==> src/rtl/rocc_mem_replay_buf.sv <==
// rocc_mem_replay_buf
// Replay buffer between the vv_add accelerator memory port and the L1 data
// cache. Each accepted request is parked in an entry whose index becomes the
// cache tag. Nacked requests are re-issued from the entry with identical
// fields. Good responses are mapped back to the accelerator's original tag
// and command, and the entry is then retired.

module rocc_mem_replay_buf #(
  parameter int DEPTH  = 4,
  parameter int ADDR_W = 40,
  parameter int TAG_W  = 10,
  parameter int DATA_W = 64
) (
  input  logic              clk,
  input  logic              rst,

  input  logic              acc_req_valid_i,
  output logic              acc_req_ready_o,
  input  logic [ADDR_W-1:0] acc_req_addr_i,
  input  logic [TAG_W-1:0]  acc_req_tag_i,
  input  logic [4:0]        acc_req_cmd_i,
  input  logic [2:0]        acc_req_typ_i,
  input  logic              acc_req_phys_i,
  input  logic [DATA_W-1:0] acc_req_data_i,

  output logic              cache_req_valid_o,
  input  logic              cache_req_ready_i,
  output logic [ADDR_W-1:0] cache_req_addr_o,
  output logic [TAG_W-1:0]  cache_req_tag_o,
  output logic [4:0]        cache_req_cmd_o,
  output logic [2:0]        cache_req_typ_o,
  output logic              cache_req_phys_o,
  output logic [DATA_W-1:0] cache_req_data_o,

  input  logic              cache_resp_valid_i,
  input  logic              cache_resp_nack_i,
  input  logic [TAG_W-1:0]  cache_resp_tag_i,
  input  logic              cache_resp_has_data_i,
  input  logic [DATA_W-1:0] cache_resp_data_i,

  output logic              acc_resp_valid_o,
  output logic [TAG_W-1:0]  acc_resp_tag_o,
  output logic [4:0]        acc_resp_cmd_o,
  output logic              acc_resp_has_data_o,
  output logic [DATA_W-1:0] acc_resp_data_o,

  output logic              busy_o,
  output logic [15:0]       nack_cnt_o,
  output logic              err_o
);

  localparam int IDX_W = (DEPTH > 1) ? $clog2(DEPTH) : 1;

  // Per-entry control bits
  logic [DEPTH-1:0] busy_q, pend_q;
  logic [DEPTH-1:0] busy_d, pend_d;

  // Per-entry captured request payload
  logic [ADDR_W-1:0] addr_q [DEPTH];
  logic [TAG_W-1:0]  tag_q  [DEPTH];
  logic [4:0]        cmd_q  [DEPTH];
  logic [2:0]        typ_q  [DEPTH];
  logic [DEPTH-1:0]  phys_q;
  logic [DATA_W-1:0] data_q [DEPTH];

  logic             any_free, any_pend;
  logic [IDX_W-1:0] alloc_idx, issue_idx, resp_idx;
  logic             alloc_fire, issue_fire;
  logic             idx_in_range, target_ok;
  logic             resp_ok, nack_ok, bad_event;

  // Lowest-index free entry for allocation and lowest-index pending entry for issue
  always_comb begin
    any_free  = 1'b0;
    alloc_idx = '0;
    any_pend  = 1'b0;
    issue_idx = '0;
    for (int i = DEPTH - 1; i >= 0; i--) begin
      if (!busy_q[i]) begin
        any_free  = 1'b1;
        alloc_idx = IDX_W'(i);
      end
      if (pend_q[i]) begin
        any_pend  = 1'b1;
        issue_idx = IDX_W'(i);
      end
    end
  end

  // Ready comes from registered occupancy only; held low while in reset
  assign acc_req_ready_o = any_free & ~rst;
  assign alloc_fire      = acc_req_valid_i & acc_req_ready_o;

  // Cache request side is a pure mux of registered entry state, zeroed when idle
  assign cache_req_valid_o = any_pend;
  assign issue_fire        = any_pend & cache_req_ready_i;
  assign cache_req_addr_o  = any_pend ? addr_q[issue_idx] : '0;
  assign cache_req_tag_o   = any_pend ? TAG_W'(issue_idx) : '0;
  assign cache_req_cmd_o   = any_pend ? cmd_q[issue_idx]  : '0;
  assign cache_req_typ_o   = any_pend ? typ_q[issue_idx]  : '0;
  assign cache_req_phys_o  = any_pend & phys_q[issue_idx];
  assign cache_req_data_o  = any_pend ? data_q[issue_idx] : '0;

  // A response or nack is only legal for an in-range entry that is in flight
  assign resp_idx     = cache_resp_tag_i[IDX_W-1:0];
  assign idx_in_range = ({1'b0, cache_resp_tag_i} < (TAG_W + 1)'(DEPTH));
  assign target_ok    = idx_in_range & busy_q[resp_idx] & ~pend_q[resp_idx];
  assign resp_ok      = cache_resp_valid_i & ~cache_resp_nack_i & target_ok;
  assign nack_ok      = cache_resp_nack_i & target_ok;
  assign bad_event    = (cache_resp_valid_i | cache_resp_nack_i) & ~target_ok;

  assign busy_o = |busy_q;

  // Next entry state: allocation, issue, retire and replay always hit distinct entries
  always_comb begin
    busy_d = busy_q;
    pend_d = pend_q;
    if (alloc_fire) begin
      busy_d[alloc_idx] = 1'b1;
      pend_d[alloc_idx] = 1'b1;
    end
    if (issue_fire) begin
      pend_d[issue_idx] = 1'b0;
    end
    if (resp_ok) begin
      busy_d[resp_idx] = 1'b0;
    end
    if (nack_ok) begin
      pend_d[resp_idx] = 1'b1;
    end
  end

  // Entry control bits, response pulse, nack counter and sticky error
  always_ff @(posedge clk or posedge rst) begin
    if (rst) begin
      busy_q              <= '0;
      pend_q              <= '0;
      acc_resp_valid_o    <= 1'b0;
      acc_resp_tag_o      <= '0;
      acc_resp_cmd_o      <= '0;
      acc_resp_has_data_o <= 1'b0;
      acc_resp_data_o     <= '0;
      nack_cnt_o          <= '0;
      err_o               <= 1'b0;
    end else begin
      busy_q           <= busy_d;
      pend_q           <= pend_d;
      acc_resp_valid_o <= resp_ok;
      if (resp_ok) begin
        acc_resp_tag_o      <= tag_q[resp_idx];
        acc_resp_cmd_o      <= cmd_q[resp_idx];
        acc_resp_has_data_o <= cache_resp_has_data_i;
        acc_resp_data_o     <= cache_resp_data_i;
      end else begin
        acc_resp_tag_o      <= '0;
        acc_resp_cmd_o      <= '0;
        acc_resp_has_data_o <= 1'b0;
        acc_resp_data_o     <= '0;
      end
      if (nack_ok && (nack_cnt_o != 16'hFFFF)) begin
        nack_cnt_o <= nack_cnt_o + 16'd1;
      end
      if (bad_event) begin
        err_o <= 1'b1;
      end
    end
  end

  // Payload capture on allocation; contents only matter while the entry is busy
  always_ff @(posedge clk) begin
    if (alloc_fire) begin
      addr_q[alloc_idx] <= acc_req_addr_i;
      tag_q[alloc_idx]  <= acc_req_tag_i;
      cmd_q[alloc_idx]  <= acc_req_cmd_i;
      typ_q[alloc_idx]  <= acc_req_typ_i;
      phys_q[alloc_idx] <= acc_req_phys_i;
      data_q[alloc_idx] <= acc_req_data_i;
    end
  end

endmodule

==> config.mk <==
export PLATFORM = sky130hd
export DESIGN_NAME = rocc_mem_replay_buf
export DESIGN_NICKNAME = d
export VERILOG_FILES = /design/src/rtl/rocc_mem_replay_buf.sv
export SDC_FILE = /design/constraint.sdc
export NUM_CORES = 1
export LEC_CHECK = 0
export BUFFER_PORTS_ARGS = -buffer_cell sky130_fd_sc_hd__buf_2
export CORE_ASPECT_RATIO = 0.6
export CORE_MARGIN = 5
export CORE_UTILIZATION = 59
export DETAILED_ROUTE_END_ITERATION = 7
export GPL_ROUTABILITY_DRIVEN = 0
export PLACE_DENSITY = 0.88
export SLEW_MARGIN = 10
export SYNTH_ARGS = -nofsm -noshare
export SYNTH_HDL_FRONTEND = slang
export SYNTH_SLANG_ARGS = --single-unit
==> constraint.sdc <==
create_clock -name clk -period 20.6 [get_ports clk]
set_input_delay 4.12 -clock clk [delete_from_list [all_inputs] [get_ports clk]]
set_output_delay 4.12 -clock clk [all_outputs]
set_load 0.005 [all_outputs]
Word-level counts from Yosys, hierarchy flattened --
Memory sizes are Yosys's and may differ from the RTL's. Cells that the tools add are included.
Word-level totals: register bits after elaboration 110, memory bits (writable) 488, bits of input ports 204, output and inout port bits 224, word-level logic and storage cells 96, memories kept 5
Memory list:
- data_q | depth 4, bits a word 64, read ports 1, clocked after Yosys merged registers in 0, write ports 1, RTL line 64 | logic [DATA_W-1:0] data_q [DEPTH];
- addr_q | depth 4, bits a word 40, read ports 1, clocked after Yosys merged registers in 0, write ports 1, RTL line 59 | logic [ADDR_W-1:0] addr_q [DEPTH];
- tag_q | depth 4, bits a word 10, read ports 1, clocked after Yosys merged registers in 0, write ports 1, RTL line 60 | logic [TAG_W-1:0] tag_q [DEPTH];
- cmd_q | depth 4, bits a word 5, read ports 2, clocked after Yosys merged registers in 0, write ports 1, RTL line 61 | logic [4:0] cmd_q [DEPTH];
- typ_q | depth 4, bits a word 3, read ports 1, clocked after Yosys merged registers in 0, write ports 1, RTL line 62 | logic [2:0] typ_q [DEPTH];
Operators by class: $add $sub $neg 1, magnitude comparators 7, eq/ne operators 1, muxes and demuxes 45, bitwise operators 22, reduce and logical (&&, ||, !) cells 5
Operators with widths (count):
- $mux 64 | 2
- $mux 40 | 1
- $mux 4 | 5
- $mux 2 | 9
- $mux 1 | 17
- $add 16x1->16 const B | 1
- $ne 16x16->1 const B | 1
- $or 4x4->4 | 3
- $and 1x1->1 | 10
- $lt 10x3->1 const B | 1
- $mux 10 | 1
- $mux 5 | 2
- $lt 2x3->1 const B | 3
- $and 4x4->4 | 2
- $not 4->4 | 2
- $bmux 1 s2 | 3
- $demux 1 s2 | 3
- $ge 2x1->1 const B | 3
- $bwmux 4 | 1
- $logic_and 1x1->1 | 4
- $not 1->1 | 4
- $reduce_or 4->1 | 1
- $mux 3 | 1
- $or 1x1->1 | 1

Logic depth before layout (Yosys ltp) --
word-level depth 14, gate-level depth with buffers 7, mapped depth without buffers 6

Worst setup path before layout --
OpenSTA, ideal clock, no wires.
path type input to register, from input rst, to memory addr_q[3][0], enable pin, setup time 0.760 ns, arrival 15.070 ns, data required time 19.840 ns, setup slack 4.770 ns, cell stages on the path 3, path buffers 0, cells stage by stage inv_1 nand2_1 nor3_1
Between the ends: word-level cells in the longest chain between the ends 5
Ends and longest elaborated chain:
- start: declaration | RTL line 15 | input logic rst,
- $not 1->1 | RTL line 91 | assign acc_req_ready_o = any_free & ~rst;
- $and 1x1->1 | RTL line 91
- $and 1x1->1 | RTL line 92 | assign alloc_fire = acc_req_valid_i & acc_req_ready_o;
- $mux 1 | RTL line 171 | if (alloc_fire) begin
- $mux 1 (implied by the code) | RTL line 172 | addr_q[alloc_idx] <= acc_req_addr_i;
- end: declaration | RTL line 59
No other way between the ends.

Final worst setup path --
from input rst, to output acc_req_ready_o
Between the ends: word-level cells in the longest chain between the ends 2
Ends and longest elaborated chain:
- $not 1->1 | RTL line 91
- $and 1x1->1 | RTL line 91
- end: declaration | RTL line 18 | output logic acc_req_ready_o,
No other way between the ends.

==> results.md <==
- Status: finished, final reports clean
- Adder-Cell Fraction of Synth Area: less than 1%
- Final TNS setup: 0 ps
- Req. time, crit path: 16480 ps
- Initial DRC Count: approximately 1200
- Total GRT Usage: a little under a quarter
- DR pass1 iterations: 5
- Hpwl dp: 31700 um
- Share of layout cells above drive strength 1: 41.5%
- Unrepaired setup endpoints after global routing: no
- Most area-consuming cells after synthesis: edfxtp_1, mux4_2, dfrtp_1, and2_1, buf_4
- Clock skew: about 15 ps
- Vias in the first global route: about 12000
- Main synth FF type: edfxtp_1
- Power Dens Cells: between 100 and 150 mW/mm2
- Core ar.: 0.0377 mm2
- VDD IR-drop max: about 0.00011 V
- Post-Synth Simple-Gate Area: about 7.0%
- Sequential area share after synthesis: roughly 77%
- Avg Cell Area, Syn: around 21 um2
- # fillers: 2323
- Share of the synthesized area in the top cell type: around two thirds
- Antenna-violating nets left: 0
- Pins Over Slew Limit: 0
- WL/cell: about 24 um
- Longest Clk Path Bufs: 3
- Hold Fails Final Rpt: 0
- Post-Synth XOR/XNOR Area: less than 1%
- Sink Count: about 600
- Die height: around 160 um
- Synth Register Bits: between 500 and 600
- Post-synth ARST share: 17.7%
- Clock-pin transition on the worst setup and hold timing paths: about 60 ps
- Root Driver: clkbuf_16
- Distinct cell type count after synthesis: 37
- Maxcap violations: 0
- First-pass GRT wire length: between 70000 and 80000 um
- Cell Area, Synth: 0.0225 mm2
- Initial Utilization: between 50 and 60%
- Tcrit/Tclk final: 42.3%
- Largest family of logic cells by synthesized area: multiplexers
- Top-count cell post-synth: edfxtp_1
- Site row count: 55
- Io pins: ~430
- Top post-synthesis cells by count: edfxtp_1, and2_1, mux4_2
- Crit path time final: between 8000 and 9000 ps
- Cts-stage hold buffer count: 0
- Leakage Power: between 0.01 and 0.015 uW
- Worst Path Max Fanout: 3
- Final wirelength: ~50000 um
- Clk Latency, worst-skew pair: 550 ps
- Setup Viol. Count Final: 0
- CP Capture Type: output port
- Residual DRC: 0
- Top cell type by total area after synthesis: edfxtp_1
- WS Path Type: input pin to output port
- DR vias: ~12000
- Grt total ovfl: 0
- Worst-Margin Slew: 1040 ps
- Fin nets: about 1700
- Post-synth EDFFs: 492
- Die width: between 200 and 300 um
- H-tree levels: 2
- Rel. slew slack: 30.7%
- Setup crit start kind: input pin
- Full die area: 0.0423 mm2
- Post-synthesis mux area share: between 10% and 20%
- CTS tree: done
- Area Growth Syn to Fin: 18.7%
- Max Fclk: roughly 110 MHz
- Post_cts resized: 0
- Setup bufs post-CTS: 0
- Hold Worst Slack: around 500 ps
- Initial antenna violation count: 17
- Mapped Cells: 1084
- Port Buffers: between 400 and 500
- Hold Crit Class: register to register
- CTS Buf Count: 52
- Share of the synthesized area in compound gates (AO/OA/AOI/OAI): less than 1%
- Largest net degree at the start of global routing: approximately 130
- Vias per cell: 5.69
- Total number of yosys warnings: 0
- Crit path DAT: approximately 4600 ps
==> kinds of logic after synthesis <==
| family | count (synthesis) |
|---|---|
| other cells | 1 |
| xor+xnor | 13 |
| compound gates | 16 |
| buf+inv | 64 |
| fa+ha+maj | 1 |
| simple gates | 259 |
| flops | 598 |
| mux | 132 |
==> cell type report <==
type,instances,area [um2],area share [%]
Sequential cell,598,17400,65.2
Multi-Input combinational cell,429,4820,18.0
Timing Repair Buffer,433,2240,8.38
Clock buffer,78,1500,5.60
Tap cell,513,642,2.40
Clock inverter,14,68.8,0.257
Inverter,4,17.5,0.0655
Antenna cell,6,15.0,0.0562
==> through the flow <==
| stage | setup WS, ps | util, % | instances | instance area, um2 | total power [uW] |
|---|---|---|---|---|---|
| after floorplan | 4770 | - | 1091 | 22600 | 2060 |
| after global placement | 11910 | 66.7 | 1977 | 25100 | 2440 |
| after detailed placement | 11880 | 66.7 | 1977 | 25100 | 2460 |
| after CTS | 11890 | 70.8 | 2069 | 26700 | 3360 |
| after global routing | 11740 | 70.9 | 2072 | 26700 | 3490 |
| final | 11890 | 70.9 | 2075 | 26700 | 3320 |
==> path summary, 6_finish.rpt <==
check,slack [ps],from,end,depth (start not counted)
max,11890,rst,acc_req_ready_o,3
min reg2reg,490,err_o$_DFFE_PP0P_,err_o$_DFFE_PP0P_,1
max in group asynchronous,15720,rst,acc_resp_data_o[21]$_DFF_PP0_,3
max reg2reg,17560,busy_q[0]$_DFF_PP0_,data_q[1][11]$_DFFE_PP_,4
min,490,err_o$_DFFE_PP0P_,err_o$_DFFE_PP0P_,1
min in group asynchronous,3600,rst,acc_resp_tag_o[2]$_DFF_PP0_,2
==> sequential cells by signal (all words and copies together), names as in the netlist, 5 cells and up <==
register and flops:
acc_resp_cmd_o 5, acc_resp_data_o 64, acc_resp_tag_o 10, addr_q 160, cmd_q 20, data_q 256
nack_cnt_o 16, tag_q 40, typ_q 12
==> routing by layer <==
| layer | track usage [%] | part of all wire [%] | vias up |
|---|---|---|---|
| met4 | 6.06 | 2.7 | 20 |
| met5 | 0 | 0.23 | - |
| met2 | 37.9 | 50 | 503 |
| li1 | - | - | 5096 |
| met1 | 32.9 | 38 | 6070 |
| met3 | 7.22 | 8.7 | 111 |
==> cells in the final DEF (no fill, tap or decap), types with 2 or more instances in the layout <==
cell | Yosys | final
a21oi_1 | 2 | 2
a31oi_1 | 5 | 5
and2_1 | 194 | 194
and3_1 | 3 | 3
buf_12 | 0 | 3
buf_2 | 15 | 419
buf_4 | 18 | 11
clkbuf_1 | 24 | 16
clkbuf_16 | 0 | 53
clkbuf_4 | 0 | 2
clkbuf_8 | 0 | 7
clkinv_1 | 0 | 6
clkinv_2 | 0 | 6
conb_1 | 1 | 8
dfrtp_1 | 106 | 106
diode_2 | 0 | 6
edfxtp_1 | 492 | 492
inv_1 | 4 | 3
mux2_2 | 3 | 3
mux4_2 | 129 | 129
nand2_1 | 11 | 10
nand2b_1 | 5 | 5
nand3_1 | 11 | 11
nand4_1 | 7 | 7
nor2_1 | 13 | 10
nor2_4 | 0 | 3
nor2b_1 | 2 | 2
nor3_2 | 1 | 3
nor4_1 | 3 | 3
o21ai_0 | 3 | 3
o31ai_1 | 3 | 3
xnor2_1 | 12 | 12
==> power breakdown <==
part | switching (uW) | total [uW] | leakage [uW] | internal, uW
combinational | 530 | 1080 | 0.00353 | 545
sequential | 10.2 | 1340 | 0.00588 | 1330
clock | 403 | 903 | 0.000769 | 500
==> worst max-delay path, stage by stage <==
cell	delay, ps
buf_2	130
a41oi_1	170
buf_2	170
Note: power is estimated with default switching activity, not from simulation.
